### config.mk
export PLATFORM = sky130hd
export DESIGN_NAME = tile_console_writer
export DESIGN_NICKNAME = d
export VERILOG_FILES = /design/src/rtl/tile_console_writer_pkg.sv /design/src/rtl/tile_console_writer_addr_calc.sv /design/src/rtl/tile_console_writer.sv
export SDC_FILE = /design/constraint.sdc
export NUM_CORES = 1
export LEC_CHECK = 0
export CAP_MARGIN = 0
export CORE_ASPECT_RATIO = 0.7
export CORE_MARGIN = 3
export CORE_UTILIZATION = 30
export CTS_CLUSTER_SIZE = 8
export DETAILED_ROUTE_END_ITERATION = 6
export HOLD_SLACK_MARGIN = 0.02
export MAX_ROUTING_LAYER = met4
export PLACE_DENSITY = 0.47
export RECOVER_POWER = 25
export SKIP_CTS_REPAIR_TIMING = 1
export SYNTH_ARGS = -nofsm -noshare
export SYNTH_HDL_FRONTEND = slang
export SYNTH_HIERARCHICAL = 1
export SYNTH_SLANG_ARGS = --single-unit
### constraint.sdc
create_clock -name clk -period 7.96 [get_ports clk]
set_clock_uncertainty 0.1 [all_clocks]
set_input_delay 1.592 -clock clk [delete_from_list [all_inputs] [get_ports clk]]
set_output_delay 1.592 -clock clk [all_outputs]
set_load 0.03 [all_outputs]
### src/rtl/tile_console_writer_pkg.sv
// rtl/tile_console_writer_pkg.sv - shared states, control codes and geometry for the tile console writer
package tile_console_writer_pkg;

    typedef enum logic [1:0] {
        IDLE       = 2'd0,
        CLEAR      = 2'd1,
        LINE_CLEAR = 2'd2
    } state_t;

    localparam logic [7:0] CODE_LF = 8'h0A;
    localparam logic [7:0] CODE_CR = 8'h0D;
    localparam logic [7:0] CODE_BS = 8'h08;
    localparam logic [7:0] CODE_FF = 8'h0C;

    localparam logic [7:0] BLANK_DEFAULT = 8'h20;

    localparam int DEFAULT_COLS = 80;
    localparam int DEFAULT_ROWS = 60;
    localparam int TILE_DEPTH   = DEFAULT_COLS * DEFAULT_ROWS;

    function automatic logic is_printable(input logic [7:0] c);
        return (c >= 8'h20) && (c <= 8'h7E);
    endfunction

endpackage

### src/rtl/tile_console_writer_addr_calc.sv
// rtl/tile_console_writer_addr_calc.sv - tile_addr_calc: row/column to linear tile RAM address
module tile_addr_calc #(
    parameter int COLS = 80
) (
    input  logic [5:0]  row,
    input  logic [6:0]  col,
    output logic [12:0] addr
);

    generate
        if (COLS == 80) begin : g_shift
            // 80 = 64 + 16, so two shifted copies of the row replace a multiplier
            assign addr = {1'b0, row, 6'b0} + {3'b0, row, 4'b0} + {6'b0, col};
        end else begin : g_mult
            assign addr = 13'(int'(row) * COLS + int'(col));
        end
    endgenerate

endmodule

### src/rtl/tile_console_writer.sv
// rtl/tile_console_writer.sv - character stream to tile RAM writer with cursor, line clear and screen clear
module tile_console_writer
    import tile_console_writer_pkg::*;
#(
    parameter int         COLS  = DEFAULT_COLS,
    parameter int         ROWS  = DEFAULT_ROWS,
    parameter logic [7:0] BLANK = BLANK_DEFAULT
) (
    input  logic        clk,
    input  logic        clr,
    input  logic        in_valid,
    input  logic [7:0]  in_data,
    output logic        in_ready,
    output logic [12:0] addr,
    output logic [7:0]  dina,
    output logic        wea,
    output logic [6:0]  cursor_x,
    output logic [5:0]  cursor_y,
    output logic        busy
);

    localparam int          DEPTH     = COLS * ROWS;
    localparam logic [6:0]  LAST_COL  = 7'(COLS - 1);
    localparam logic [5:0]  LAST_ROW  = 6'(ROWS - 1);
    localparam logic [12:0] LAST_FILL = 13'(DEPTH - 1);
    localparam logic [12:0] LAST_LINE = 13'(COLS - 1);

    state_t      state, state_n;
    logic [12:0] fill, fill_n;
    logic [6:0]  cx_n;
    logic [5:0]  cy_n;
    logic [5:0]  cy_adv;
    logic        wea_n;
    logic [12:0] addr_n;
    logic [7:0]  dina_n;
    logic [6:0]  calc_col;
    logic [12:0] calc_addr;

    assign in_ready = (state == IDLE);
    assign busy     = (state != IDLE);
    assign cy_adv   = (cursor_y == LAST_ROW) ? 6'd0 : cursor_y + 6'd1;

    // During LINE_CLEAR cursor_y already points at the row being blanked
    assign calc_col = (state == LINE_CLEAR) ? fill[6:0] :
                      (in_data == CODE_BS)  ? cursor_x - 7'd1 : cursor_x;

    tile_addr_calc #(.COLS(COLS)) u_addr_calc (
        .row  (cursor_y),
        .col  (calc_col),
        .addr (calc_addr)
    );

    always_ff @(posedge clk) begin
        if (clr) begin
            state    <= CLEAR;
            fill     <= '0;
            cursor_x <= '0;
            cursor_y <= '0;
            wea      <= 1'b0;
            addr     <= '0;
            dina     <= BLANK;
        end else begin
            state    <= state_n;
            fill     <= fill_n;
            cursor_x <= cx_n;
            cursor_y <= cy_n;
            wea      <= wea_n;
            addr     <= addr_n;
            dina     <= dina_n;
        end
    end

    always_comb begin
        state_n = state;
        fill_n  = fill;
        cx_n    = cursor_x;
        cy_n    = cursor_y;
        wea_n   = 1'b0;
        addr_n  = addr;
        dina_n  = dina;
        case (state)
            CLEAR: begin
                wea_n  = 1'b1;
                addr_n = fill;
                dina_n = BLANK;
                fill_n = fill + 13'd1;
                if (fill == LAST_FILL) begin
                    state_n = IDLE;
                    fill_n  = '0;
                end
            end
            LINE_CLEAR: begin
                wea_n  = 1'b1;
                addr_n = calc_addr;
                dina_n = BLANK;
                fill_n = fill + 13'd1;
                if (fill == LAST_LINE) begin
                    state_n = IDLE;
                    fill_n  = '0;
                end
            end
            IDLE: begin
                if (in_valid) begin
                    if (is_printable(in_data)) begin
                        wea_n  = 1'b1;
                        addr_n = calc_addr;
                        dina_n = in_data;
                        if (cursor_x == LAST_COL) begin
                            cx_n    = '0;
                            cy_n    = cy_adv;
                            state_n = LINE_CLEAR;
                            fill_n  = '0;
                        end else begin
                            cx_n = cursor_x + 7'd1;
                        end
                    end else begin
                        case (in_data)
                            CODE_LF: begin
                                cx_n    = '0;
                                cy_n    = cy_adv;
                                state_n = LINE_CLEAR;
                                fill_n  = '0;
                            end
                            CODE_CR: cx_n = '0;
                            CODE_BS: begin
                                if (cursor_x != 7'd0) begin
                                    cx_n   = cursor_x - 7'd1;
                                    wea_n  = 1'b1;
                                    addr_n = calc_addr;
                                    dina_n = BLANK;
                                end
                            end
                            CODE_FF: begin
                                cx_n    = '0;
                                cy_n    = '0;
                                state_n = CLEAR;
                                fill_n  = '0;
                            end
                            default: ;
                        endcase
                    end
                end
            end
            default: begin
                state_n = CLEAR;
                fill_n  = '0;
            end
        endcase
    end

endmodule

==> Word-level counts from Yosys, hierarchy flattened <==
Index checks and enable logic that the tools add are counted.
Widths: inputs -> output; s select.
{ "word_totals": {"reg_bits": 50, "out_inout_bits": 37, "inputBits": 11, "elab_cells": 91} }
{ "classes": {"reduce_logical": 17, "n_lt_le_gt_ge": 2, "addsub": 6, "n_mux": 39, "eq_ne": 20} }
{ "ops": {"columns": ["operator", "count"], "rows": [
  ["$mux 13", 10],
  ["$pmux 13 s3", 2],
  ["$mux 7", 5],
  ["$eq 8x4->1 const B", 4],
  ["$mux 8", 4],
  ["$mux 6", 3],
  ["$pmux 8 s2", 1],
  ["$reduce_and 4->1", 4],
  ["$pmux 7 s2", 1],
  ["$add 12x10->13", 1],
  ["$add 13x1->13 const B", 1],
  ["$add 13x7->13", 1],
  ["$eq 13x13->1 const B", 1],
  ["$eq 13x7->1 const B", 1],
  ["$pmux 6 s2", 1],
  ["$mux 2", 5],
  ["$ne 3x1->1 const B", 3],
  ["$reduce_bool 3->1", 3],
  ["$ge 8x6->1 const B", 1],
  ["$le 8x7->1 const B", 1],
  ["$add 7x1->7 const B", 1],
  ["$eq 7x7->1 const B", 1],
  ["$reduce_bool 7->1", 1],
  ["$sub 7x1->7 const B", 1],
  ["other kinds (19)", 27]
]} }

==> Depth between registers and ports, before layout <==
Gate-level depths: netlist of run 1.
{ "depth": {"ltp_word": 9, "ltp_mapped": 17, "mapped_depth_nobuf": 16} }

==> Cells and area by module <==
The synthesis of run 1 kept the hierarchy.
{ "by_module_without_submodules": {"columns": ["module", "n_inst", "seq_area_each_um2", "cells_each", "area_each_um2"], "rows": [
  ["tile_console_writer", 1, 1001.0, 402, 3233.1],
  ["tile_addr_calc", 1, 0.0, 44, 382.9]
]} }

==> Worst setup path before layout of run 1 <==
OpenSTA, ideal clock, no wires.
{ "synth_timing": {"path_kind": "input -> register", "start": "input port in_data[0]", "end": "register addr[11]", "cell_stages": 15, "setup_time_ns": 0.130, "arrival_time_ns": 4.472, "slack_ns": 3.258, "path_buffers": 1, "t_required_ns": 7.730, "cell_sequence": "nor4b_4 and3_1 buf_2 nand3_1 xor2_1 o21ai_1 fa_1 inv_1 fa_1 nor2b_1 o31a_1 nor4_1 a311o_1 o21ai_0 a311oi_1"} }
{ "synth_between": {"elab_chain_len": 9, "word_cells_on_any_way": 15, "classes_between": "add/sub (1); order compare (2); eq/ne (3); mux (7); reduce/logical (2)"} }
{ "synth_lines": {"columns": ["element", "line", "text"], "rows": [
  ["start: declaration", "tile_console_writer.sv:12", "input logic [7:0] in_data,"],
  ["$eq 8x4->1 (*)", "tile_console_writer.sv:45", "(in_data == CODE_BS) ? cursor_x - 7'd1 : cursor_x;"],
  ["$mux 7 (*)", "tile_console_writer.sv:45", null],
  ["$mux 7 (*)", "tile_console_writer.sv:44", "assign calc_col = (state == LINE_CLEAR) ? fill[6:0] :"],
  ["named net calc_col[6]", "tile_console_writer.sv:36", "logic [6:0] calc_col;"],
  ["$add 13x7->13 (*)", "tile_console_writer_addr_calc.sv:13", "assign addr = {1'b0, row, 6'b0} + {3'b0, row, 4'b0} + {6'b0, col};"],
  ["named net calc_addr[11]", "tile_console_writer.sv:37", "logic [12:0] calc_addr;"],
  ["$mux 13", "tile_console_writer.sv:126", "if (cursor_x != 7'd0) begin"],
  ["$mux 13", "tile_console_writer.sv:117", "case (in_data)"],
  ["$mux 13", "tile_console_writer.sv:104", "if (is_printable(in_data)) begin"],
  ["$mux 13", "tile_console_writer.sv:103", "if (in_valid) begin"],
  ["$pmux 13 s3 (*)", "tile_console_writer.sv:81", "case (state)"],
  ["end signal: assignment", "tile_console_writer.sv:68", "addr <= addr_n;"],
  ["end: declaration", "tile_console_writer.sv:14", "output logic [12:0] addr,"]
]} }
Mark *: on every way through the listed nets, which the timed path passes. The rest lies on a longest branch. The select of a mux whose other input is x is not followed.
A chain may end at the register's enable or synchronous reset.

==> Worst setup path after layout of run 1 <==
{ "layout_timing": {"start": "input port in_data[4]", "end": "register addr[11]"} }
The elaborated chain is that of the path after synthesis.

==> flow_metrics.tcl, run 1 <==
set metrics [dict create \
    insertion_delay_ns 0.29 \
    powerDensity_nw_per_um2 205.2 \
    finalCritPeriodShare 0.6954 \
    power_frac_seq 0.337 \
    yosysWarnings 6 \
    cts_buffers 5 \
    r2r_slack_ns 4.11 \
    switching_share 0.3674 \
    cts_max_level 2 \
    p_int_uw 562.3 \
    p_clk_frac 0.327 \
    hold_viol_final 0 \
    cp-start-kind "input pin" \
    drc_errors 0 \
    min_period_ns 5.536 \
    gp_congestion 0.8053 \
    antenna_left 0 \
    cts_tree "done" \
    cts.clk_slew.worst_paths_ns 0.07 \
    ir_worst_vdd_uv 109.6 \
    cts_sinks 50 \
    grt_max_degree 39 \
    synth_area_per_cell_um2 8.108 \
    reg2reg_depth 15 \
    slew_viol_final 0 \
    firstDrtPassIters 4 \
    hp-start "dina[2]$_SDFFE_PP0P_" \
    cp.required_ns 8.00 \
    viasPerCell 5.737 \
    final_area_um2 4332 \
    synth_ff_type "dfxtp_1" \
    clock-root-buffer "clkbuf_16" \
    hold_path_depth 2 \
    r2r-end "addr[11]$_SDFFE_PP0P_" \
    syn_area_um2 3616 \
    num_vias 3574 \
    grt_pass1_wl_um 18020 \
    cts_buffer_depth 2 \
    syn_nets 478 \
    worstSetupEndpointType "flop" \
    syn_inst 446 \
    max-slew-margin-rel 0.2510 \
    p_comb_frac 0.336 \
    first_global_vias 3229 \
    p_leak_uw 0.001548 \
    status "complete, no violations" \
    r2r-start "cursor_x[0]$_SDFFE_PP0P_" \
    core_um2 11370 \
    area_growth_pct 19.79 \
    synth-seq-cells 50 \
    worst_slew_pin_slew_ns 1.123 \
    die_h_um 97.86 \
    crit_type "input pin to flop" \
    antenna_found_initial 0 \
    synth-edff-count 0 \
    row_count 32 \
    path_max_fanout 13 \
    drive_gt1_frac 0.07234 \
    final_cells 623 \
    wirelength_um 11260 \
    wl_per_cell_um 18.08 \
    synth_async_sr_flop_share 0 \
    grtUsageTotal 0.1719 \
    ys_types 85 \
    fmax_mhz 180.6 \
    rsz0062_at_grt "no" \
    cp.arrival_ns 5.58 \
    dp_hpwl_um 8119 \
    hold_path_end "dina[2]$_SDFFE_PP0P_" \
    antenna_cells 0 \
    dieArea_um2 13430 \
    switchingPower_uw 326.6 \
    fin_tns_setup_ns 0 \
    drt_iter0_drc 225 \
    dpl.cell_count 615 \
    yosysSeqAreaShare 0.2768 \
    cap_violations 0 \
    placed_area_um2 4133 \
    min_path_type "flop to flop" \
    pin_count 48 \
    grt.overflow.total 0 \
    io_buffers 47 \
    layout.nets 501 \
    setup_viol 0 \
    die_w_um 137.2 \
    initial_core_util 0.3180 \
]
-- power by group through the flow --
stage / Clock, uW / Combinational, uW / Sequential, uW
floorplan: 0 / 166 / 334
CTS: 296 / 304 / 301
global route: 304 / 326 / 304
detailed placement: 0 / 303 / 306
global placement: 0 / 302 / 306
finish: 290 / 299 / 300
-- state kept, by name, indices dropped and copies added, names as in the netlist --
register  count
wea           1
fill         13
state         2
cursor_x      7
cursor_y      6
addr         13
dina          8
-- cells in the mapped netlist, types with 3 or more instances --
cell type | n | area, um2
a211oi_1 | 3 | 22.52
a21oi_1 | 16 | 80.08
a221oi_1 | 3 | 26.28
a22o_1 | 9 | 78.83
a22oi_1 | 3 | 22.52
a311o_1 | 3 | 30.03
a311oi_1 | 14 | 122.6
and2_1 | 4 | 25.02
and3_1 | 8 | 50.05
and4_1 | 3 | 26.28
buf_2 | 9 | 45.04
buf_4 | 8 | 60.06
clkbuf_1 | 14 | 52.55
dfxtp_1 | 50 | 1001
ha_1 | 19 | 237.7
inv_1 | 13 | 48.80
nand2_1 | 47 | 176.4
nand3_1 | 20 | 100.1
nand4_1 | 6 | 37.54
nor2_1 | 21 | 78.83
nor2b_1 | 7 | 43.79
nor3_1 | 26 | 130.1
nor3b_1 | 3 | 22.52
o2111ai_1 | 5 | 43.79
o211ai_1 | 3 | 22.52
o21ai_0 | 29 | 145.1
o21ai_1 | 11 | 55.05
o31ai_1 | 4 | 30.03
or2_2 | 3 | 18.77
or3_1 | 4 | 25.02
xnor2_1 | 6 | 52.55
xor2_1 | 5 | 43.79
-- worst max-delay path by stage --
stage / startpoint / to / slack (ns) / cells after the start
finish: in_data[4] / addr[11]$_SDFFE_PP0P_ / 2.42 / 15
global route: in_data[4] / addr[11]$_SDFFE_PP0P_ / 2.12 / 15
CTS: in_data[4] / addr[11]$_SDFFE_PP0P_ / 2.42 / 15
detailed placement: in_data[4] / addr[11]$_SDFFE_PP0P_ / 2.12 / 15
global placement: in_data[4] / addr[11]$_SDFFE_PP0P_ / 2.25 / 15
floorplan: in_data[0] / addr[11]$_SDFFE_PP0P_ / 3.26 / 15
-- cell families after synthesis --
logic type	Yosys count	share of synthesized area
AOI/OAI and AO/OA	141	0.2934
adders and majority gates	21	0.07682
xor gates and xnor gates	11	0.02664
and+or+nand+nor	174	0.2592
DFF	50	0.2768
buffers and inverters	49	0.06712
-- layout make-up --
type,count,area [um2]
Clock buffer,6,138.9
Clock inverter,2,60.06
Fill cell,1201,7039
Inverter,15,56.30
Multi-Input combinational cell,347,2391
Sequential cell,50,1001
Tap cell,153,191.4
Timing Repair Buffer,50,493.0
-- per-layer routing --
metal	GRT usage	routed length, um	up-vias
li1	-	-	1745
met1	0.2701	5994	1743
met2	0.2294	4663	82
met3	0.03090	555	4
met4	0.02531	51	0
met5	-	0	-
-- critical path: stages --
cell,delay (ns)
clkdlybuf4s50_1,0.56
nor4b_4,0.42
and3_1,0.53
nand3_1,0.19
xor2_1,0.20
o21ai_1,0.11
fa_1,0.56
inv_1,0.07
fa_1,0.46
nor2b_1,0.16
o31a_1,0.19
nor4_1,0.06
a311o_1,0.31
o21ai_0,0.07
a311oi_1,0.11
-- layout by cell type, fill, tap and decap left out, types with 3 or more instances in the layout --
master / count
nor2_1: 21
dlygate4sd3_1: 21
o21ai_0: 29
a211oi_1: 3
o2111ai_1: 5
nor3_1: 25
nand4_1: 6
nand3_1: 20
dfxtp_1: 50
nand2_1: 47
and4_1: 3
a311oi_1: 14
clkdlybuf4s50_1: 26
and2_1: 4
or3_1: 4
xnor2_1: 6
o211ai_1: 3
inv_1: 13
o31ai_1: 4
xor2_1: 5
buf_4: 3
clkbuf_16: 5
a311o_1: 3
a21oi_1: 16
o21ai_1: 11
a221oi_1: 3
ha_1: 19
nor3b_1: 3
or2_2: 3
and3_1: 8
nor2b_1: 7
a22o_1: 9
a22oi_1: 3
-- metrics by stage --
step | setup slack, ns | hold WS, ns | total power [uW] | utilization
floorplan | 3.258 | 0.3745 | 499.4 | -
global placement | 2.246 | 0.3562 | 607.7 | 0.3634
detailed placement | 2.123 | 0.3684 | 609.4 | 0.3634
CTS | 2.424 | 0.3802 | 900.9 | 0.3809
global route | 2.123 | 0.3901 | 934.1 | 0.3809
finish | 2.424 | 0.3709 | 889.0 | 0.3809
(Power assumes the default switching activity.)
==> inputs of run 2 (changes only) <==
--- a/config.mk
+++ b/config.mk
@@ -13,7 +13,7 @@
 export DETAILED_ROUTE_END_ITERATION = 6
 export HOLD_SLACK_MARGIN = 0.02
 export MAX_ROUTING_LAYER = met4
-export PLACE_DENSITY = 0.47
+export PLACE_DENSITY = 0.48
 export RECOVER_POWER = 25
 export SKIP_CTS_REPAIR_TIMING = 1
 export SYNTH_ARGS = -nofsm -noshare
==> constraint.sdc (replaced) <==
create_clock -name clk -period 4.9 [get_ports clk]
set_clock_uncertainty 0.1 [all_clocks]
set_input_delay 0.98 -clock clk [delete_from_list [all_inputs] [get_ports clk]]
set_output_delay 0.98 -clock clk [all_outputs]
set_load 0.03 [all_outputs]
==> run 2 against run 1 <==
Compared with the run above: combinational power grew 65%; non-clock buffer count up 11; routed wire length grew 0.27%; utilization is 0.67 points higher; sequential share of layout area decreased by 0.40 points; worst hold slack lost 0.0078 ns; critical path depth stayed put; global-route usage rose by 0.29 points; die area unchanged; clock power rose by 60%; register-to-register slack got worse by 3.0 ns; power rose by 63%; critical endpoint unchanged.
==> flow_metrics.tcl, run 2 (synthesized netlist as in run 1, its figures left out) <==
set metrics [dict create \
    drive_gt1_frac 0.09356 \
    dieArea_um2 13430 \
    max-slew-margin-rel 0.3520 \
    num_vias 3560 \
    grt_max_degree 31 \
    layout_setup_ws_ns 0.4189 \
    crit_buf_inv 2 \
    grtUsageTotal 0.1748 \
    p_leak_uw 0.001592 \
    power.total_uw 1445 \
    wirelength_um 11290 \
    fin_tns_setup_ns 0 \
    grt.overflow.total 0 \
    initial_core_util 0.3180 \
    layout_common_cells "dfxtp_1, nand2_1, o21ai_0" \
    cpPeakStageDelay_ns 0.56 \
    firstDrtPassIters 4 \
    cts.clk_slew.worst_paths_ns 0.07 \
    die_h_um 97.86 \
    antenna_cells 0 \
    status "complete, no violations" \
    cts_buffer_depth 2 \
    cap_violations 0 \
    clock-root-buffer "clkbuf_16" \
    pin_count 48 \
    cp.required_ns 4.94 \
    first_global_vias 3359 \
    io_buffers 47 \
    fmax_mhz 223.2 \
    finalCritPeriodShare 0.9145 \
    cp-start-kind "input pin" \
    whs_ns 0.3631 \
    powerDensity_nw_per_um2 327.9 \
    worstSetupEndpointType "flop" \
    critical-path-top-delay-family "adder cells" \
    antenna_left 0 \
    reg_top3 "addr: 13 flops, fill: 13 flops, dina: 8 flops" \
    grt_pass1_wl_um 18380 \
    die_w_um 137.2 \
    drc_errors 0 \
    cp_slowest_cell "clkdlybuf4s50_1" \
    cts_tree "done" \
    hold_viol_final 0 \
    min_period_ns 4.481 \
    path_cells "clkdlybuf4s50_1 -> nor4b_4 -> and3_1 -> nand3_1 -> xor2_1 -> o21ai_1 -> fa_1 -> inv_1 -> fa_1 -> nor2b_1 -> o31a_1 -> nor4_1 -> a311o_1 -> o21ai_0 -> a311oi_1" \
    area_growth_pct 21.90 \
    rsz0062_at_grt "no" \
    dp_hpwl_um 8338 \
    crit_type "input pin to flop" \
    cts_buffers 5 \
    cp.arrival_ns 4.52 \
    ir_worst_vdd_uv 206.8 \
    final_common_cell "dfxtp_1" \
    row_count 32 \
    layout.nets 512 \
    path_max_fanout 6 \
    n_fill_cell 1189 \
    antenna_found_initial 0 \
    drt_iter0_drc 218 \
    cts_sinks 50 \
    wl_per_cell_um 17.81 \
    setup_viol 0 \
    crit_path_frequent_cell "fa_1" \
    core_um2 11370 \
    slew_viol_final 0 \
    min_path_type "flop to flop" \
    gp_congestion 0.8736 \
    insertion_delay_ns 0.29 \
    viasPerCell 5.615 \
    pre_cts_slack_ns 0.1505 \
    worst_slew_pin_slew_ns 0.9696 \
    cts_max_level 2 \
]
==> run 2: path summary, 6_finish.rpt <==
kind	startpoint	end	slack [ns]	cells past startpoint
worst min register to register	dina[3]$_SDFFE_PP0P_	dina[3]$_SDFFE_PP0P_	0.36	2
worst max-delay path	in_data[3]	addr[11]$_SDFFE_PP0P_	0.42	15
worst min-delay path	dina[3]$_SDFFE_PP0P_	dina[3]$_SDFFE_PP0P_	0.36	2
worst max register to register	cursor_x[0]$_SDFFE_PP0P_	addr[11]$_SDFFE_PP0P_	1.07	15
==> run 2: stage by stage <==
step	cells	instance area [um2]	util
4_1_cts	634	4408	0.3877
3_5_place_dp	626	4209	0.3702
6_report	634	4408	0.3877
5_1_grt	634	4408	0.3877
3_3_place_gp	626	4209	0.3702
2_1_floorplan	446	3616	-
==> run 2: report_power, final <==
part           internal, uW  total [uW]  switching, uW  leakage (uW)
clock                   307         463            157     0.0000971
sequential              448         489           40.9      0.000404
combinational           164         493            328       0.00109
==> run 2: area by class of cell <==
type                       count  area [um2]  share of cell area
clock buffer                   6       138.9             0.03151
clock inverter                 2       60.06             0.01362
inverter                      15       56.30             0.01277
multi-input combinational    347        2385              0.5410
sequential                    50        1001              0.2271
tap                          153       191.4             0.04343
timing repair buffer          61       575.6              0.1306
==> run 2: worst register-to-register path, delay by kind of cell, from the launching register on <==
family	cells	cell delay, ns
adders and majority gates	3	1.22
xor gates and xnor gates	1	0.21
and+or+nand+nor	4	0.76
DFF	1	0.41
AOI/OAI and AO/OA	5	0.80
buffers and inverters	2	0.19
==> run 2: metal layers <==
layer / vias up / track usage / wire (um)
li1: 1773 / - / -
met1: 1713 / 0.2855 / 6053
met2: 70 / 0.2218 / 4589
met3: 4 / 0.03090 / 613
met4: 0 / 0.02301 / 38
met5: - / - / 0
==> inputs of run 3 (changes only) <==
--- a/config.mk
+++ b/config.mk
@@ -7,7 +7,6 @@
 export LEC_CHECK = 0
 export CAP_MARGIN = 0
 export CORE_ASPECT_RATIO = 0.7
-export CORE_MARGIN = 3
 export CORE_UTILIZATION = 30
 export CTS_CLUSTER_SIZE = 8
 export DETAILED_ROUTE_END_ITERATION = 6
==> run 3 against run 2 <==
Compared with the run above: final area is 1.2% lower; combinational power hardly changed; clock-buffer cell count is 1 higher; worst hold slack better by 0.0042 ns; first-iteration DRC count is 17% higher; clock power is 26% lower; via count is 0.67% higher; global-route usage is 1.4 points higher; sequential power hardly changed; setup slack better by 0.17 ns; non-clock buffer count is 1 higher; final cell count is 0.63% higher.
==> flow_metrics.tcl, run 3 (synthesized netlist as in run 1, its figures left out) <==
set metrics [dict create \
    die_h_um 93.86 \
    pin_count 48 \
    hold_path_end "dina[2]$_SDFFE_PP0P_" \
    cts_sinks 50 \
    path_max_fanout 12 \
    reg2reg_depth 15 \
    cpPeakStageDelay_ns 0.46 \
    initial_core_util 0.3084 \
    cts_buffers 5 \
    critical-path-top-delay-family "adder cells" \
    antenna_found_initial 0 \
    drc_errors 0 \
    final_util 0.3713 \
    antenna_left 0 \
    grt_max_degree 31 \
    drive_gt1_frac 0.08940 \
    setup_viol 0 \
    cts.clk_slew.worst_paths_ns 0.07 \
    cts_max_level 2 \
    insertion_delay_ns 0.29 \
    final_common_cell "dfxtp_1" \
    cp-start-kind "input pin" \
    rsz0062_at_grt "no" \
    dieArea_um2 12500 \
    hold_viol_final 0 \
    r2r-start "cursor_x[0]$_SDFFE_PP0P_" \
    grt.overflow.total 0 \
    cts_buffer_depth 2 \
    die_w_um 133.2 \
    min_path_type "flop to flop" \
    cp.required_ns 4.94 \
    area_growth_pct 20.42 \
    num_vias 3584 \
    layout.nets 513 \
    cts_tree "done" \
    p_leak_uw 0.001564 \
    grtUsageTotal 0.1885 \
    wl_per_cell_um 17.46 \
    ir_worst_vdd_uv 153.4 \
    antenna_cells 0 \
    hp-start "dina[2]$_SDFFE_PP0P_" \
    r2r-end "addr[11]$_SDFFE_PP0P_" \
    worst_slew_pin_slew_ns 0.9406 \
    reg_top3 "addr: 13 flops, fill: 13 flops, dina: 8 flops" \
    powerDensity_nw_per_um2 303.1 \
    cp.arrival_ns 4.36 \
    status "complete, no violations" \
    min_period_ns 4.314 \
    core_um2 11730 \
    drt_iter0_drc 256 \
    wirelength_um 11140 \
    slew_viol_final 0 \
    layout_common_cells "dfxtp_1, nand2_1, o21ai_0" \
    max-slew-margin-rel 0.3713 \
    gp_congestion 0.8553 \
    crit_buf_inv 3 \
    dp_hpwl_um 8261 \
    crit_type "input pin to flop" \
    worstSetupEndpointType "flop" \
    finalCritPeriodShare 0.8803 \
    io_buffers 47 \
    cap_violations 0 \
    fmax_mhz 231.8 \
    cp_slowest_cell "clkdlybuf4s50_1" \
    clock-root-buffer "clkbuf_16" \
    viasPerCell 5.618 \
    path_cells "clkdlybuf4s50_1 -> nor4b_4 -> and3_1 -> buf_4 -> nand2_1 -> xnor2_1 -> o21ai_0 -> ha_1 -> ha_1 -> inv_1 -> fa_1 -> nor2b_1 -> o31a_1 -> nor4_1 -> a311o_1 -> o21ai_0 -> a311oi_1" \
    r2r_slack_ns 1.11 \
    first_global_vias 3276 \
    hold_path_depth 2 \
    grt_pass1_wl_um 17970 \
    fin_tns_setup_ns 0 \
    firstDrtPassIters 4 \
    row_count 33 \
]
run 3: final cells by class:
| class | count | area, um2 |
|---|---|---|
| fillers | 1243 | 7372 |
| multi-input cells | 347 | 2385 |
| flip-flops and latches | 50 | 1001 |
| repair buffers | 62 | 583.1 |
| well taps | 157 | 196.4 |
| clock buffers | 7 | 132.6 |
| inverters | 15 | 56.30 |
run 3: layer usage:
metal,global-route usage,part of all wire,vias up
met3,0.03074,0.048,6
met5,-,0,-
met1,0.2901,0.55,1708
li1,-,-,1768
met4,0.03409,0.0048,0
met2,0.2517,0.40,102
run 3: worst max-delay path by stage:
stage | startpoint | endpoint | slack (ns) | cells past startpoint
detailed placement | in_data[0] | addr[11]$_SDFFE_PP0P_ | 0.25 | 17
floorplan | in_data[0] | addr[11]$_SDFFE_PP0P_ | 0.81 | 15
CTS | in_data[0] | addr[11]$_SDFFE_PP0P_ | 0.56 | 17
global placement | in_data[0] | addr[11]$_SDFFE_PP0P_ | 0.36 | 17
global route | in_data[5] | addr[11]$_SDFFE_PP0P_ | 0.35 | 17
finish | in_data[0] | addr[11]$_SDFFE_PP0P_ | 0.59 | 17
run 3: worst min-delay path: stages, from the launching register on:
cell	delay (ns)
dfxtp_1	0.31
nand3_1	0.06
a21oi_1	0.05
run 3: where the power goes:
group | switching [uW] | internal (uW)
logic | 326 | 166
registers | 37.7 | 448
clock network | 154 | 188
total | 518 | 802
run 3: stage by stage:
stage / power [uW] / std cells / hold slack (ns) / cell area [um2] / setup slack (ns)
2_1_floorplan: 811.2 / 446 / 0.3745 / 3616 / 0.8099
5_1_grt: 1401 / 638 / 0.3920 / 4354 / 0.3472
3_3_place_gp: 992.8 / 631 / 0.3625 / 4222 / 0.3576
4_1_cts: 1345 / 638 / 0.3746 / 4354 / 0.5628
3_5_place_dp: 998.1 / 631 / 0.3644 / 4222 / 0.2534
6_report: 1320 / 638 / 0.3673 / 4354 / 0.5863
